<file path="config.mk">
export PLATFORM = sky130hd
export DESIGN_NAME = cpu_datapath_mc
export DESIGN_NICKNAME = d
export VERILOG_FILES = /design/src/rtl/cpu_datapath_mc.sv
export SDC_FILE = /design/constraint.sdc
export NUM_CORES = 1
export LEC_CHECK = 0
export ABC_CLOCK_PERIOD_IN_PS = 10300
export CORE_UTILIZATION = 40
export CTS_BUF_LIST = sky130_fd_sc_hd__clkbuf_2
export DETAILED_ROUTE_END_ITERATION = 16
export PLACE_DENSITY = 0.58
export SLEW_MARGIN = 20
export SYNTH_ARGS = -nofsm -noshare
export SYNTH_HDL_FRONTEND = slang
export SYNTH_SLANG_ARGS = --single-unit
export TNS_END_PERCENT = 100
</file>
<file path="constraint.sdc">
create_clock -name clk -period 10.3 [get_ports clk]
set_clock_uncertainty 0.15 [all_clocks]
set_input_delay 1.545 -clock clk [delete_from_list [all_inputs] [get_ports clk]]
set_output_delay 1.545 -clock clk [all_outputs]
set_load 0.01 [all_outputs]
</file>
<file path="src/rtl/cpu_datapath_mc.sv">
`default_nettype none
// ============================================================================
// Module      : cpu_datapath_mc
// Description : Multicycle CPU core with register file, ALU, branch unit, PC
//               and an internal control FSM on one req/ack memory port.
// Revision    : 1.0 - initial release
// ============================================================================
module cpu_datapath_mc #(
  parameter int DATA_W   = 16,
  parameter int ADDR_W   = 13,
  parameter int REG_AW   = 3,
  parameter int IMM_W    = 4,
  parameter int RESET_PC = 0
) (
  input  logic              clk,
  input  logic              reset,
  input  logic              run,
  output logic              mem_req,
  output logic              mem_we,
  output logic [ADDR_W-1:0] mem_addr,
  output logic [DATA_W-1:0] mem_wdata,
  input  logic [DATA_W-1:0] mem_rdata,
  input  logic              mem_ack,
  output logic [ADDR_W-1:0] pc,
  output logic              retire,
  output logic              beq_taken,
  input  logic [REG_AW-1:0] dbg_sel,
  output logic [DATA_W-1:0] dbg_data
);

  localparam int INSTR_W = 3 + 3*REG_AW + IMM_W;
  localparam int NREGS   = 2**REG_AW;

  localparam logic [ADDR_W-1:0] c_reset_pc = ADDR_W'(RESET_PC);
  localparam logic [ADDR_W-1:0] c_pc_one   = ADDR_W'(1);
  localparam logic [REG_AW-1:0] c_r0       = '0;

  localparam logic [2:0] c_op_add  = 3'b000;
  localparam logic [2:0] c_op_sub  = 3'b001;
  localparam logic [2:0] c_op_and  = 3'b010;
  localparam logic [2:0] c_op_or   = 3'b011;
  localparam logic [2:0] c_op_addi = 3'b100;
  localparam logic [2:0] c_op_ld   = 3'b101;
  localparam logic [2:0] c_op_st   = 3'b110;
  localparam logic [2:0] c_op_beq  = 3'b111;

  if (DATA_W < INSTR_W) begin : g_bad_data_w
    $error("cpu_datapath_mc: DATA_W must be >= INSTR_W");
  end
  if (ADDR_W <= IMM_W) begin : g_bad_addr_w
    $error("cpu_datapath_mc: ADDR_W must be > IMM_W");
  end

  typedef enum logic [2:0] {
    S_FETCH  = 3'd0,
    S_DECODE = 3'd1,
    S_EXEC   = 3'd2,
    S_MEM    = 3'd3,
    S_WB     = 3'd4
  } state_t;

  state_t              r_state, w_state_nxt;
  logic [ADDR_W-1:0]   r_pc, w_pc_nxt;
  logic [INSTR_W-1:0]  r_ir, w_ir_nxt;
  logic [DATA_W-1:0]   r_a, w_a_nxt;
  logic [DATA_W-1:0]   r_b, w_b_nxt;
  logic [DATA_W-1:0]   r_d, w_d_nxt;
  logic [DATA_W-1:0]   r_res, w_res_nxt;
  logic                r_mem_req, w_mem_req_nxt;
  logic                r_mem_we, w_mem_we_nxt;
  logic [ADDR_W-1:0]   r_mem_addr, w_mem_addr_nxt;
  logic [DATA_W-1:0]   r_mem_wdata, w_mem_wdata_nxt;
  logic                r_retire, w_retire_nxt;
  logic                r_beq_taken, w_beq_taken_nxt;
  logic                w_rf_we;
  logic [DATA_W-1:0]   r_regs [NREGS];

  // Instruction fields, MSB to LSB: op, rd, rs, rt, imm
  logic [2:0]          w_op;
  logic [REG_AW-1:0]   w_rd, w_rs, w_rt;
  logic [IMM_W-1:0]    w_imm;
  logic [DATA_W-1:0]   w_imm_ext;
  logic [ADDR_W-1:0]   w_imm_pc;
  logic [DATA_W-1:0]   w_eff;
  logic [DATA_W-1:0]   w_rd_val, w_rs_val, w_rt_val;

  assign w_op      = r_ir[INSTR_W-1 -: 3];
  assign w_rd      = r_ir[INSTR_W-4 -: REG_AW];
  assign w_rs      = r_ir[INSTR_W-4-REG_AW -: REG_AW];
  assign w_rt      = r_ir[IMM_W+REG_AW-1 -: REG_AW];
  assign w_imm     = r_ir[IMM_W-1:0];
  assign w_imm_ext = {{(DATA_W-IMM_W){w_imm[IMM_W-1]}}, w_imm};
  assign w_imm_pc  = {{(ADDR_W-IMM_W){w_imm[IMM_W-1]}}, w_imm};
  assign w_eff     = r_a + w_imm_ext;

  assign w_rd_val  = (w_rd == c_r0)    ? '0 : r_regs[w_rd];
  assign w_rs_val  = (w_rs == c_r0)    ? '0 : r_regs[w_rs];
  assign w_rt_val  = (w_rt == c_r0)    ? '0 : r_regs[w_rt];
  assign dbg_data  = (dbg_sel == c_r0) ? '0 : r_regs[dbg_sel];

  assign mem_req   = r_mem_req;
  assign mem_we    = r_mem_we;
  assign mem_addr  = r_mem_addr;
  assign mem_wdata = r_mem_wdata;
  assign pc        = r_pc;
  assign retire    = r_retire;
  assign beq_taken = r_beq_taken;

  always_ff @(posedge clk or negedge reset) begin
    if (!reset) begin
      r_state <= S_FETCH;
    end else begin
      r_state <= w_state_nxt;
    end
  end

  // Fetch requests are issued on the edge that enters FETCH so a zero-wait
  // fetch completes in one cycle; after a store the request waits one cycle
  // to leave an idle gap between accesses.
  always_comb begin
    w_state_nxt     = r_state;
    w_pc_nxt        = r_pc;
    w_ir_nxt        = r_ir;
    w_a_nxt         = r_a;
    w_b_nxt         = r_b;
    w_d_nxt         = r_d;
    w_res_nxt       = r_res;
    w_mem_req_nxt   = r_mem_req;
    w_mem_we_nxt    = r_mem_we;
    w_mem_addr_nxt  = r_mem_addr;
    w_mem_wdata_nxt = r_mem_wdata;
    w_retire_nxt    = 1'b0;
    w_beq_taken_nxt = 1'b0;
    w_rf_we         = 1'b0;

    case (r_state)
      S_FETCH: begin
        if (r_mem_req) begin
          if (mem_ack) begin
            w_ir_nxt      = mem_rdata[INSTR_W-1:0];
            w_pc_nxt      = r_pc + c_pc_one;
            w_mem_req_nxt = 1'b0;
            w_state_nxt   = S_DECODE;
          end
        end else if (run) begin
          w_mem_req_nxt  = 1'b1;
          w_mem_we_nxt   = 1'b0;
          w_mem_addr_nxt = r_pc;
        end
      end

      S_DECODE: begin
        w_a_nxt     = w_rs_val;
        w_b_nxt     = w_rt_val;
        w_d_nxt     = w_rd_val;
        w_state_nxt = S_EXEC;
      end

      S_EXEC: begin
        case (w_op)
          c_op_add:  begin w_res_nxt = r_a + r_b;     w_state_nxt = S_WB; end
          c_op_sub:  begin w_res_nxt = r_a - r_b;     w_state_nxt = S_WB; end
          c_op_and:  begin w_res_nxt = r_a & r_b;     w_state_nxt = S_WB; end
          c_op_or:   begin w_res_nxt = r_a | r_b;     w_state_nxt = S_WB; end
          c_op_addi: begin w_res_nxt = w_eff;         w_state_nxt = S_WB; end
          c_op_ld, c_op_st: begin
            w_mem_req_nxt   = 1'b1;
            w_mem_we_nxt    = (w_op == c_op_st);
            w_mem_addr_nxt  = ADDR_W'(w_eff);
            w_mem_wdata_nxt = r_d;
            w_state_nxt     = S_MEM;
          end
          default: begin
            if (r_d == r_a) begin
              w_pc_nxt        = r_pc + w_imm_pc;
              w_beq_taken_nxt = 1'b1;
            end
            w_retire_nxt   = 1'b1;
            w_mem_req_nxt  = run;
            w_mem_we_nxt   = 1'b0;
            w_mem_addr_nxt = w_pc_nxt;
            w_state_nxt    = S_FETCH;
          end
        endcase
      end

      S_MEM: begin
        if (mem_ack) begin
          w_mem_req_nxt = 1'b0;
          w_mem_we_nxt  = 1'b0;
          if (w_op == c_op_ld) begin
            w_res_nxt   = mem_rdata;
            w_state_nxt = S_WB;
          end else begin
            w_retire_nxt = 1'b1;
            w_state_nxt  = S_FETCH;
          end
        end
      end

      S_WB: begin
        w_rf_we        = 1'b1;
        w_retire_nxt   = 1'b1;
        w_mem_req_nxt  = run;
        w_mem_we_nxt   = 1'b0;
        w_mem_addr_nxt = r_pc;
        w_state_nxt    = S_FETCH;
      end

      default: begin
        w_mem_req_nxt = 1'b0;
        w_mem_we_nxt  = 1'b0;
        w_state_nxt   = S_FETCH;
      end
    endcase
  end

  always_ff @(posedge clk or negedge reset) begin
    if (!reset) begin
      r_pc        <= c_reset_pc;
      r_ir        <= '0;
      r_a         <= '0;
      r_b         <= '0;
      r_d         <= '0;
      r_res       <= '0;
      r_mem_req   <= 1'b0;
      r_mem_we    <= 1'b0;
      r_mem_addr  <= '0;
      r_mem_wdata <= '0;
      r_retire    <= 1'b0;
      r_beq_taken <= 1'b0;
    end else begin
      r_pc        <= w_pc_nxt;
      r_ir        <= w_ir_nxt;
      r_a         <= w_a_nxt;
      r_b         <= w_b_nxt;
      r_d         <= w_d_nxt;
      r_res       <= w_res_nxt;
      r_mem_req   <= w_mem_req_nxt;
      r_mem_we    <= w_mem_we_nxt;
      r_mem_addr  <= w_mem_addr_nxt;
      r_mem_wdata <= w_mem_wdata_nxt;
      r_retire    <= w_retire_nxt;
      r_beq_taken <= w_beq_taken_nxt;
    end
  end

  always_ff @(posedge clk or negedge reset) begin
    if (!reset) begin
      for (int i = 0; i < NREGS; i++) begin
        r_regs[i] <= '0;
      end
    end else if (w_rf_we && (w_rd != c_r0)) begin
      r_regs[w_rd] <= r_res;
    end
  end

endmodule
`default_nettype wire

</file>
==> key figures <==
GRT
  – GRT Util Overall: between 20% and 30%
  – Total grt overflow: 0
  – Initial antenna violation count: 3
  – First-pass GRT wire length: roughly 80 mm
  – Largest net degree at the start of global routing: between 90 and 100
  – Vias in the first global route: 13200

Clocking
  – CTS Buffer Depth: 3
  – Num CTS Buffers: just under 70
  – Clk sinks: around 240
  – Cts repair resizes: 0
  – Number of buffers inserted by hold repair at cts: 0
  – Post-CTS setup buffer count: 0
  – H-Tree Depth: 3
  – Skew-Pair Late Insertion Delay: just under 1 ns
  – Root Buffer: clkbuf_2
  – Reg clk slew, reported paths: around 0.1 ns
  – CTS tree: built

Worst setup path
  – Worst Path Max Fanout: 34
  – Crit Path Category: in2out
  – Setup crit start kind: input pin
  – RR Endpoint: r_res[15]
  – CP arrival: between 4 and 5 ns
  – Launch point of the worst path: dbg_sel[1]
  – Reg-to-reg startpoint: r_ir[14]
  – R2R depth: 13
  – Worst R2R Setup Slack: between 6 and 7 ns
  – CP Data Required Time: roughly 8.6 ns
  – Critical Path End Type: output pin

Routing
  – WL met2: about 23 mm
  – Max Used Layer: met4
  – Via density per instance: ~5.9
  – Vias: about 13000
  – Initial DRC Count: approximately 1300
  – Wire per inst: ~23 um
  – WL final: 51.0 mm
  – ANT nets after route: 0
  – DRC viols: 0
  – WL met3: 3.64 mm
  – M1 wire length: ~23 mm
  – Drt pass-1 iters: 5

Finish
  – Area occupied by multi-input gates: ~0.0095 mm2
  – Synth-to-layout area growth: 12.0%
  – Reg area: slightly above 0.006 mm2
  – Final net count: about 1800
  – Fill cells: 3765
  – Share of cells above drive strength 1: around 22%

Logic synthesis
  – Cell taking the most area after synthesis: dfrtp_1
  – Synth Flop Type: dfrtp_1
  – Most common cell in the netlist: dfrtp_1
  – Top cells by count, synth: dfrtp_1, nand2_1, mux2_2, a21oi_1, nor2_1
  – Total of warnings raised by yosys: 0
  – Seq/Total Area, Yosys: 37.8%
  – #FFs+latches synth: 241
  – Post-synth ARST share: 100%
  – Main area contributors after synthesis: dfrtp_1, mux2_2, mux4_2
  – Post-Syn Area: about 0.016 mm2
  – Number of distinct library cells after synthesis: between 60 and 70
  – Share of Yosys cell area claimed by the top area cell type: between 30% and 40%
  – Mapped Nets: 1700
  – Post-synth EDFFs: 0
  – Post-Synthesis Cells: about 1600
  – Syn avg cell area: around 10 um2

Place
  – IO buf count: 84
  – Routability Congestion: between 0.9 and 1
  – Dpl hpwl: between 30 and 40 mm

Status
  – Status: finished clean

Timing
  – Setup tns final: 0 ns
  – Final hold violations: 0
  – Count of final setup violators: 0
  – Max Freq: ~160 MHz
  – Max-slew headroom: 21.5%
  – RSZ-0062 raised after global routing: no
  – Tmin final: around 6.2 ns
  – Crit share post-route: 60.0%
  – Max Slew Vio Count: 0
  – Measured slew at the worst slew-check pin: 1.18 ns

Floorplanning
  – I/O pin cnt: 85
  – Num rows: 72
  – Starting Density: between 40% and 50%
  – Die Ht: between 200 and 250 um
  – Core region area: 0.0390 mm2
  – Die width: between 200 and 250 um
  – Die area: between 0.04 and 0.05 mm2

Worst hold path
  – Hold EP: mem_wdata[12]
  – Worst Min Path Start: mem_wdata[12]
  – Hold path depth: 2
  – HP Class: reg2reg

Run
  – Max-Cap Viols: 0
-- worst max-delay path by stage --
stage              endpoint  slack (ns)  cells past startpoint
4_1_cts        dbg_data[15]        4.07                      6
5_1_grt        dbg_data[15]        3.92                      6
3_5_place_dp   dbg_data[15]        4.08                      6
6_report       dbg_data[15]        4.12                      6
2_1_floorplan  dbg_data[12]        5.68                      5
3_3_place_gp   dbg_data[15]        4.10                      6
-- final cells by class --
class | instances | share of cell area (%)
Tap cell | 518 | 3.63
Sequential cell | 241 | 33.8
Multi-Input combinational cell | 1263 | 53.0
Timing Repair Buffer | 108 | 5.74
Inverter | 16 | 0.337
Clock buffer | 94 | 2.64
Clock inverter | 22 | 0.841
Antenna cell | 3 | 0.0421
-- flip-flops by register name, indices dropped and copies added, names as in the netlist --
register,flops
r_a,16
pc,13
r_regs,112
r_res,16
retire,1
r_b,16
r_state,3
mem_addr,13
beq_taken,1
mem_wdata,16
r_d,16
r_ir,16
mem_req,1
mem_we,1
-- layout by cell type, fill, tap and decap left out, types with 61 or more instances in the layout --
cell and instances:
o21ai_0 125, nor2_1 129, mux4_2 64, a22oi_1 61
dfrtp_1 238, nand2_1 228, mux2_2 171, a21oi_1 130
clkdlybuf4s50_1 82, clkbuf_2 94
-- critical path, cell delays in order --
cell and delay, ns:
clkdlybuf4s50_1 0.45, buf_4 0.44, nor2b_2 0.85, a22oi_1 0.19, o21ai_0 0.38, clkdlybuf4s50_1 0.61
-- stage by stage --
| step | cell area [um2] | setup WS (ns) | instances | hold WS (ns) | utilization (%) |
|---|---|---|---|---|---|
| 2_1_floorplan | 15900 | 5.68 | 1628 | 0.328 | - |
| 3_3_place_gp | 17200 | 4.10 | 2146 | 0.311 | 44.1 |
| 3_5_place_dp | 17200 | 4.08 | 2146 | 0.316 | 44.1 |
| 4_1_cts | 17800 | 4.07 | 2262 | 0.339 | 45.7 |
| 5_1_grt | 17800 | 3.92 | 2265 | 0.367 | 45.7 |
| 6_report | 17800 | 4.12 | 2265 | 0.334 | 45.7 |
-- logic make-up (layout without fill, tap and decap cells) --
logic type	after synthesis	count (layout)	synth area share (%)
flip-flops	241	241	37.8
buffers and inverters	124	240	3.00
other	0	3	0
AND/OR/NAND/NOR	467	467	12.7
adder cells (fa/ha/maj)	60	60	4.68
AO/OA/AOI/OAI	423	423	16.3
XOR/XNOR	67	67	3.68
multiplexers	246	246	21.8
-- routing by layer --
metal	track usage, %	vias to the layer above
met1	34.9	6647
met3	5.09	98
li1	-	6179
met2	39.4	546
met5	0	-
met4	10.4	0
Power is not shown: default switching activity piles up to over one toggle a cycle in this logic, so the estimate is an artifact.
==> edit: new RTL, config.mk and constraints unchanged <==
`DATA_W`: 16 -> 20.
--- a/src/rtl/cpu_datapath_mc.sv
+++ b/src/rtl/cpu_datapath_mc.sv
@@ -7,5 +7,5 @@
 // ============================================================================
 module cpu_datapath_mc #(
-  parameter int DATA_W   = 16,
+  parameter int DATA_W   = 20,
   parameter int ADDR_W   = 13,
   parameter int REG_AW   = 3,
Ports: changed (resized dbg_data, mem_rdata and mem_wdata); port bits go from 85 to 97. The function was not compared with the original's and may differ.
==> edit against the unedited design <==
- cell area is 21% higher
- worst setup slack better by 400 ps
- wire length is 20% higher
- synthesized area is 21% higher
- count of clock-buffer cells in the layout is 24 higher
- sequential cell count is 48 higher
- largest cell class unchanged
==> edit: results (changes against the unedited design) <==
metric,value,unit,change
num_antenna_cells,7,,+4
drt_wl_total,61400,um,+20%
gp_congestion,0.906,,about the same
detailed_place_hpwl,41200,um,+20%
nonClkBufAreaFrac,5.84,%,+0.093 points
num_rows,80,,+11%
cts_buffers,83,,+20%
insertion_delay,1130,ps,+140 ps
synth.area.mux_share,22.4,%,+0.55 points
synth_common_cells,"dfrtp_1, nand2_1, mux2_2",,
firstDrtPassIters,7,,+2
arrival,4080,ps,-410 ps
final-clk-cell-share,3.57,%,+0.088 points
grt_first_pass_wirelength,95300,um,+20%
synth_fa_ha_area_share,4.53,%,-0.15 points
fillerInstances,4617,,+23%
synth.net_count,2051,,+21%
worst_pin_slew,1110,ps,-63.5 ps
slowest_delay,620,ps,-230 ps
io_buffers,96,,+14%
dp_slack,4600,ps,+522 ps
multiInputGateArea,11400,sq um,+21%
synth_seq_cells,289,,+20%
fin_cells,2722,,+20%
yosysUniqueCellTypes,78,,+20%
slowest_stage,clkdlybuf4s50_1,,
final_nets,2128,,+20%
clock_power,0.923,mW,
htreeDepth,3,,unchanged
outcome,"finished, final reports clean",,
synth_compound_area_share,16.4,%,+0.092 points
yosysSeqAreaShare,37.4,%,-0.45 points
synthTopCellsByArea,"dfrtp_1, mux2_2, mux4_2, nand2_1, o21ai_0",,
slew_violations,0,,unchanged
largest_reg_flops,140,,+25%
drive_above_1_share,23.4,%,+1.3 points
placed_cell_area,20800,sq um,+21%
peakVddDrop,0.000146,V,
nNonClkBuffers,134,,+24%
grt_pass1_vias,15942,,+21%
seq_area,7240,sq um,+20%
hp-class,primary input to async pin,,
inverters_excl_clock,29,,+13
avgSynthCellArea,9.83,sq um,+0.45%
critPathMaxFanout,42,,+24%
final_cell_area,21600,sq um,+21%
synth-xor-area-share,3.67,%,-0.014 points
grt_util_all_layers,25.1,%,-0.42 points
clock_tree.root_cell,clkbuf_2,,
avgViaCountPerCell,5.94,,-0.17%
drt_iter0_markers,1551,,+24%
dp.cells,2573,,+20%
multi_input_gates,1507,,+19%
clockBufferCount,118,,+26%
grt_max_degree,88,,-6.4%
-- edit: changes by cell type after synthesis, moves of 18 or more --
cell | before | now
nand3_1 | 14 | 32
a22oi_1 | 61 | 83
mux2_2 | 171 | 218
o21ai_0 | 125 | 162
clkbuf_1 | 88 | 111
xor2_1 | 13 | 31
nand2_1 | 230 | 260
dfrtp_1 | 241 | 289
-- edit: final timing paths --
kind / startpoint / endpoint / slack [ps] / depth (start not counted)
worst max-delay path: dbg_sel[1] / dbg_data[8] / 4520 / 7
max in group asynchronous: reset / r_ir[4] / 7450 / 3
worst min register to register: mem_addr[1] / mem_addr[1] / 330 / 2
worst max register to register: r_b[5] / r_res[15] / 6100 / 13
worst min-delay path: reset / r_b[16] / 290 / 1
min in group clk: mem_addr[1] / mem_addr[1] / 330 / 2
-- edit: metal layers --
layer  GRT usage, %  vias up  routed length [um]
li1               -     7422                   -
met1           34.2     7981               27100
met2           39.3      617               28100
met3           5.23      140                4340
met4           8.96        0                1780
met5              0        -                   0
